<file path="src/rtl/uart_wb_host.sv">
// Bus initiator for the MiniUART register slave: polls LSR, drains a small TX FIFO into DATA,
// captures received bytes and programs the divisors, all over an ACK-less single-cycle bus.
module uart_wb_host #(
  parameter int FIFO_AW  = 2,
  parameter int TX_GUARD = 4
) (
  input  logic        CLK_I,
  input  logic        RST_I,
  output logic [1:0]  ADD_O,
  output logic [31:0] DAT_O,
  input  logic [31:0] DAT_I,
  output logic        STB_O,
  output logic        WE_O,
  input  logic [7:0]  tx_byte,
  input  logic        tx_push,
  output logic        tx_full,
  output logic [7:0]  rx_byte,
  output logic        rx_valid,
  input  logic [15:0] div_rcv,
  input  logic [15:0] div_snd,
  input  logic        div_load,
  output logic        div_busy
);

  // state | meaning: IDLE no access | POLL read LSR | RXRD read DATA | RXCLR dummy LSR write (clears rs)
  //       | TXWR write FIFO head to DATA | DIVR write RX divisor | DIVT write TX divisor
  localparam logic [2:0] S_IDLE  = 3'd0;
  localparam logic [2:0] S_POLL  = 3'd1;
  localparam logic [2:0] S_RXRD  = 3'd2;
  localparam logic [2:0] S_RXCLR = 3'd3;
  localparam logic [2:0] S_TXWR  = 3'd4;
  localparam logic [2:0] S_DIVR  = 3'd5;
  localparam logic [2:0] S_DIVT  = 3'd6;

  localparam int GW = (TX_GUARD > 1) ? $clog2(TX_GUARD + 1) : 1;
  localparam logic [GW-1:0]      GUARD_INIT = GW'(TX_GUARD);
  localparam logic [GW-1:0]      GUARD_ONE  = GW'(1);
  localparam logic [FIFO_AW-1:0] PTR_ONE    = FIFO_AW'(1);
  localparam logic [FIFO_AW:0]   CNT_ONE    = (FIFO_AW + 1)'(1);
  localparam logic [FIFO_AW:0]   FULL_CNT   = {1'b1, {FIFO_AW{1'b0}}};

  logic [2:0]         r_state;
  logic [2:0]         w_next;
  logic [7:0]         r_mem [0:(1 << FIFO_AW) - 1];
  logic [FIFO_AW-1:0] r_wr_ptr;
  logic [FIFO_AW-1:0] r_rd_ptr;
  logic [FIFO_AW:0]   r_count;
  logic [FIFO_AW:0]   w_count_next;
  logic [GW-1:0]      r_guard;
  logic [15:0]        r_div_rcv;
  logic [15:0]        r_div_snd;
  logic               w_push;
  logic               w_pop;
  logic               w_empty;

  assign w_push  = tx_push & ~tx_full;
  assign w_pop   = (r_state == S_TXWR);
  assign w_empty = (r_count == '0);

  always_comb begin
    w_count_next = r_count;
    if (w_push && !w_pop)
      w_count_next = r_count + CNT_ONE;
    else if (!w_push && w_pop)
      w_count_next = r_count - CNT_ONE;
  end

  // RX is checked before TX so an arriving byte is never overwritten while we transmit.
  always_comb begin
    w_next = S_IDLE;
    case (r_state)
      S_IDLE: w_next = div_busy ? S_DIVR : S_POLL;
      S_POLL: begin
        if (DAT_I[0])
          w_next = S_RXRD;
        else if (DAT_I[5] && !w_empty && (r_guard == '0))
          w_next = S_TXWR;
        else
          w_next = S_IDLE;
      end
      S_RXRD: w_next = S_RXCLR;
      S_DIVR: w_next = S_DIVT;
      default: w_next = S_IDLE;
    endcase
  end

  always_comb begin
    STB_O = (r_state != S_IDLE);
    WE_O  = 1'b0;
    ADD_O = 2'd0;
    DAT_O = 32'd0;
    case (r_state)
      S_POLL:  ADD_O = 2'd1;
      S_RXCLR: begin WE_O = 1'b1; ADD_O = 2'd1; end
      S_TXWR:  begin WE_O = 1'b1; DAT_O = {24'd0, r_mem[r_rd_ptr]}; end
      S_DIVR:  begin WE_O = 1'b1; ADD_O = 2'd2; DAT_O = {16'd0, r_div_rcv}; end
      S_DIVT:  begin WE_O = 1'b1; ADD_O = 2'd3; DAT_O = {16'd0, r_div_snd}; end
      default: ;
    endcase
  end

  always_ff @(posedge CLK_I) begin
    if (w_push)
      r_mem[r_wr_ptr] <= tx_byte;
  end

  always_ff @(posedge CLK_I or posedge RST_I) begin
    if (RST_I) begin
      r_state   <= S_IDLE;
      r_wr_ptr  <= '0;
      r_rd_ptr  <= '0;
      r_count   <= '0;
      tx_full   <= 1'b0;
      r_guard   <= '0;
      rx_byte   <= 8'd0;
      rx_valid  <= 1'b0;
      div_busy  <= 1'b0;
      r_div_rcv <= 16'd0;
      r_div_snd <= 16'd0;
    end else begin
      r_state  <= w_next;
      rx_valid <= (r_state == S_RXRD);
      if (r_state == S_RXRD)
        rx_byte <= DAT_I[7:0];

      if (w_push)
        r_wr_ptr <= r_wr_ptr + PTR_ONE;
      if (w_pop)
        r_rd_ptr <= r_rd_ptr + PTR_ONE;
      r_count <= w_count_next;
      tx_full <= (w_count_next == FULL_CNT);

      if (r_state == S_TXWR)
        r_guard <= GUARD_INIT;
      else if (r_guard != '0)
        r_guard <= r_guard - GUARD_ONE;

      if (r_state == S_DIVT)
        div_busy <= 1'b0;
      else if (div_load && !div_busy) begin
        div_busy  <= 1'b1;
        r_div_rcv <= div_rcv;
        r_div_snd <= div_snd;
      end
    end
  end

endmodule
</file>
<file path="config.mk">
export PLATFORM = sky130hd
export DESIGN_NAME = uart_wb_host
export DESIGN_NICKNAME = d
export VERILOG_FILES = /design/src/rtl/uart_wb_host.sv
export SDC_FILE = /design/constraint.sdc
export NUM_CORES = 1
export LEC_CHECK = 0
export CAP_MARGIN = 20
export CORE_ASPECT_RATIO = 0.75
export CORE_MARGIN = 2
export CORE_UTILIZATION = 42
export CTS_CLUSTER_SIZE = 16
export DETAILED_ROUTE_END_ITERATION = 12
export PLACE_DENSITY_LB_ADDON = 0.15
export SETUP_SLACK_MARGIN = 0.5
export SYNTH_ARGS = -nofsm -noshare
export SYNTH_HDL_FRONTEND = slang
export SYNTH_SLANG_ARGS = --single-unit
</file>
<file path="constraint.sdc">
create_clock -name CLK_I -period 1.9 [get_ports CLK_I]
set_clock_uncertainty 0.2 [all_clocks]
set_input_delay 0.38 -clock CLK_I [delete_from_list [all_inputs] [get_ports CLK_I]]
set_output_delay 0.38 -clock CLK_I [all_outputs]
set_load 0.01 [all_outputs]
</file>
==> results.txt <==
- Cell area power density: 1620 nW/um^2
- The floorplan step defined a die boundary enclosing 10,300 sq um.
- In the routed layout, each cell is associated on average with a via count of 4.82.
- dfrtp_1 takes more of the synthesized area than any other cell.
- During placement, the flow inserted port buffers numbering 82.
- After synthesis the cells add up to 3970 sq um.
* Cell types with the largest area share after synthesis: dfrtp_1 (35%), edfxtp_1 (24%), mux2_1 (8.5%), mux4_2 (4.5%), buf_4 (3.6%)
* Most repeated cell in the gate-level netlist after synthesis: dfrtp_1
* Core region area: 9120 sq um
- Number of nets in the layout: 507
* Placer Congestion: 0.727
* Fraction of registers with async set/reset: 63.6%
- Crit path required time: 1.32 ns
* CTS tree: done
- Initial core utilization: 43.5%
- Registers take 2360 sq um.
- Global Route Usage Sum: 19.6%
- The worst path in the final design needs a cycle of 2.40 ns, including I/O delays and setup.
* Critical path capture point type: primary output
- In the final layout, the multi-input gates occupy 1840 sq um.
- Detailed routing inserted a total of 2,676 vias.
* Pin count of the biggest net entering global routing: 57
- Arrival time reported for the critical path endpoint: 1.82 ns
* Hold Buf Count CTS: 0
- Portion of the clock cycle consumed by the worst path in the final layout: 126%
- Maximum ir drop on the vdd rail: 832 uV
- Horizontal extent of the die: 116 um
- After detailed routing, the average wire length per cell comes to 17.5 um.
* Relative area change from synthesis to final layout: 55.9%
- Of all nets on the critical path, the largest fanout is 8.
- Initial detailed-routing violation count: 208
- In this run, synthesis produced a sequential element count of 88.
* Placed cells: 499
* Count of max-cap constraint violations: 0
- After legalization and detailed placement, the total HPWL measured 5860 um.
- The initial antenna violation count was 0.
- Number of warnings issued by yosys: 0
* Standby leakage power: 2.76 nW
- Clock root buffer: clkbuf_16
- The critical path goes through buf_12 -> mux4_2 -> mux2i_1 -> o21ai_1 -> buf_2.
* Top post-synthesis cells by count: dfrtp_1 (56), edfxtp_1 (32), mux2_1 (30)
* Top_reg_cell synth: dfrtp_1
* Number of global-route vias before repair: 2,700
* Average instance area after synthesis: 14.2 sq um
- Fraction of the core area covered by cells at the end of the flow: 67.9%
* I/O pin total: 123
- The design draws 10.1 mW.
* Final slew viol count: 0
* Top-area cell type share of the netlist area: 35.3%
* Placed Area: 5240 sq um
- Aggregate global routing overflow: 0
* Remaining DRCs: 0
- Total Wirelength: 9720 um
- Seq/Total Area, Yosys: 59.5%
- The final reports fail on setup timing.
- Fill cell total of the finished layout: 656
- Pre-antenna DRT Iters: 4
- Peak clock frequency supported by timing: 417 MHz
- CTS saw 88 sinks.
- Setup crit start kind: register
- Run status: complete, but fails checks
* CP max stage delay: 0.53 ns
* Clock-pin slew on the worst setup and hold paths: 0.06 ns
- For the worst-skew pair, the clock arrives at the later sink with an insertion delay of 0.34 ns.
- Max H-tree Level: 3
- Worst setup margin: -0.500 ns
- Setup violations remaining at the end of the flow were counted as 54.
* Number of distinct library cells after synthesis: 37
- Diodes inserted: 0
- Critical path's slowest cell: mux4_2
* Maximum count of clock buffers along a single path: 2
- Post-route antenna net violation count: 0
- Rows: 30
- By startpoint and endpoint, the worst setup path is classified as register to primary output.
- Layout cell share with drive strength beyond 1: 49.2%
* Vertical die dimension: 88.2 um
- The finished layout holds 555 standard cells, fillers aside.
- The synthesized design contains 32 enable-type register cells.
* Number of buffers created by CTS: 9
* Synthesized instance count: 280
* Cell area after layout: 6190 sq um
* Placement-stage worst setup slack: -0.471 ns
- Global-route wire length before repair: 14,800 um
* RSZ-0062 raised after global routing: yes
- The total count of hold-check failures in the final report was 0.
- The tightest min-delay check is of the input port to async pin type.
==> worst paths after layout <==
path                        startpoint            end  slack, ns  depth (start not counted)
setup / recovery           r_rd_ptr[0]       DAT_O[6]      -0.50                          5
hold / removal                   RST_I  r_div_rcv[14]       0.26                          3
setup reg to reg            r_state[1]   r_div_rcv[7]      -0.27                         10
hold reg to reg             rx_byte[2]     rx_byte[2]       0.30                          1
max in group asynchronous        RST_I     r_state[2]       0.99                          3
min in group CLK_I          rx_byte[2]     rx_byte[2]       0.30                          1
==> per-stage QoR <==
step	hold slack, ns	setup TNS, ns
after global placement	0.274	-8.81
final	0.264	-14.86
after CTS	0.270	-11.46
after floorplan	0.260	0
after detailed placement	0.284	-9.69
after global routing	0.324	-17.75
==> worst max-delay path: cells and delay by family, from the launching register on <==
family	cells	cell delay [ns]
flops	1	0.39
mux	2	0.71
compound gates	1	0.07
buf+inv	2	0.30
==> where the power goes <==
group          leakage (nW)  internal (mW)  switching (mW)  total [mW]
Sequential            0.965           2.72           0.480        3.20
Clock                 0.123          0.882           0.735        1.62
Combinational          1.67           3.14            2.10        5.24
Total                  2.76           6.74            3.32        10.1
==> routing by layer <==
| metal | vias up | part of all wire [%] | GRT usage, % |
|---|---|---|---|
| li1 | 1249 | - | - |
| met1 | 1333 | 46 | 27.1 |
| met2 | 86 | 47 | 30.4 |
| met3 | 8 | 6.1 | 5.05 |
| met4 | 0 | 1.0 | 6.49 |
| met5 | - | 0 | 0 |
==> sequential cells by signal, summed over array words and instances (netlist names) <==
register / count
div_busy: 1
r_count: 3
r_div_rcv: 16
r_div_snd: 16
r_guard: 3
r_mem: 32
r_rd_ptr: 2
r_state: 3
r_wr_ptr: 2
rx_byte: 8
rx_valid: 1
tx_full: 1
==> placed cells by master (no fill, tap or decap), types with 3 or more instances in the layout <==
cell type,count
buf_6,29
buf_12,12
inv_2,5
mux4_2,8
mux2_4,40
clkbuf_16,9
xnor2_1,3
buf_4,22
ha_1,7
a22oi_2,8
nand2_4,3
o21ai_1,12
and2_4,5
conb_1,16
clkdlybuf4s50_1,50
nor2_4,3
dfrtp_1,56
nor2b_1,8
clkinvlp_4,5
buf_2,28
nor2b_4,3
buf_16,4
nand2_1,3
edfxtp_1,32
nand3_1,10
mux2i_1,7
==> area by class of cell <==
| cell class | count | area share, % |
|---|---|---|
| clock inverter | 7 | 0.788 |
| timing repair buffer | 147 | 24.3 |
| tap | 128 | 2.59 |
| inverter | 9 | 0.687 |
| sequential | 88 | 38.2 |
| clock buffer | 9 | 3.64 |
| multi-input combinational | 167 | 29.8 |
==> cells by family (layout without fill, tap and decap cells) <==
logic type | Yosys count | in the layout | share of synthesized area (%)
xor gates and xnor gates | 7 | 7 | 1.54
buffers and inverters | 40 | 172 | 5.96
muxes | 56 | 56 | 17.9
other | 1 | 16 | 0.0945
adders and majority gates | 10 | 10 | 3.12
DFF | 88 | 88 | 59.5
AOI/OAI and AO/OA | 31 | 31 | 5.04
and+or+nand+nor | 47 | 47 | 6.84
==> timing repair <==
action / 4_1_cts / 5_1_grt
resized for setup: 184 / 42
endpoints found under the setup margin: 117 / 116
cloned: 5 / 0
setup buffers: 22 / 13
pin swaps: 14 / 13
Power figures use the tool's default switching activity.
==> RTL edit (same settings) <==
Make the reset (`RST_I`) synchronous in one clocked block.
--- a/src/rtl/uart_wb_host.sv
+++ b/src/rtl/uart_wb_host.sv
@@ -104,7 +104,7 @@
       r_mem[r_wr_ptr] <= tx_byte;
   end
 
-  always_ff @(posedge CLK_I or posedge RST_I) begin
+  always_ff @(posedge CLK_I) begin
     if (RST_I) begin
       r_state   <= S_IDLE;
       r_wr_ptr  <= '0;
Check against the original RTL: differs if RST_I is asserted again (counterexample within 4 cycles, from zero or initial values and one cycle with RST_I high); with RST_I held inactive, the same outputs for 10 cycles.
==> RTL edit against the unedited design <==
The run still ends with negative setup slack left; synthesized area about the same; final area is 8.4% higher; routed wire length up 26%; worst setup slack got worse by 0.10 ns; sequential cell count grew 2; hold slack got worse by 0.15 ns; largest cell class is now multi-input combinational cells.
Power is not compared: it rests on default switching activity, and its combinational part moved more than twofold at a synthesized area within 25%.
==> RTL edit: results (changes against the unedited design) <==
Outcome - finished, violations left
Failing checks - negative setup slack
Synth Area in Compound Gates - 10.2% (+5.1 points)
FFs w/ async S/R, synth - 0% (-64 points)
Sequential share of the synthesized area - 53.5% (-6.0 points)
WHS - 0.110 ns (-0.154 ns)
Final Non-Filler Cells - 674 (+21%)
Post-DP Area - 5100 um2 (-2.7%)
Fraction of area in registers - 32.1% (-6.1 points)
Setup WS post-layout - -0.604 ns (-0.104 ns)
Post-CTS sizing - 248 (+35%)
Setup Total Neg Slack - -10.50 ns (+4.36 ns)
Fillers - 589 (-10%)
Yosys cell types - 39 (+5.4%)
Final setup violating endpoints - 56 (+3.7%)
Critical path peak fanout - 5 (-3)
Synth Area in XOR/XNOR - 1.77% (+0.22 points)
CP Capture Point - DAT_O[0]
Clock network area share - 4.36% (-0.065 points)
Layout cells sized above 1 - 53.7% (+4.5 points)
Worst Hold Class - input port to flip-flop
Area grow syn2layout - 69.1%
Crit path DAT - 1.92 ns (+0.10 ns)
Final GP Congestion - 0.783 (+7.7%)
Non-CTS buffers - 162 (+10%)
Multi-input gate share of total cell area - 34.4% (+4.6 points)
Final Util - 73.6% (+5.7 points)
[RTL edit: changes by cell type after synthesis, sizes merged, moves of 4 or more]
| cell | change |
|---|---|
| nand2b | -4 |
| dfrtp | -56 |
| nor2 | +8 |
| and2 | +8 |
| nand3 | -9 |
| nor3 | +4 |
| nand2 | +86 |
| a21oi | +40 |
| mux2 | -40 |
| dfxtp | +58 |
| buf | +6 |
| clkbuf | +4 |
[RTL edit: per-layer routing]
metal,vias up,share of wire (%),track usage (%)
met5,-,0,0
met4,0,1.6,5.74
met3,16,4.9,5.54
met2,110,50,35.7
met1,1696,44,30.1
li1,1601,-,-
[RTL edit: power by group]
group	switching [uW]	internal, uW	total, uW	leakage (uW)
sequential	99.4	2140	2240	0.000777
clock	823	926	1750	0.000142
combinational	701	860	1560	0.00181
total	1620	3930	5550	0.00273
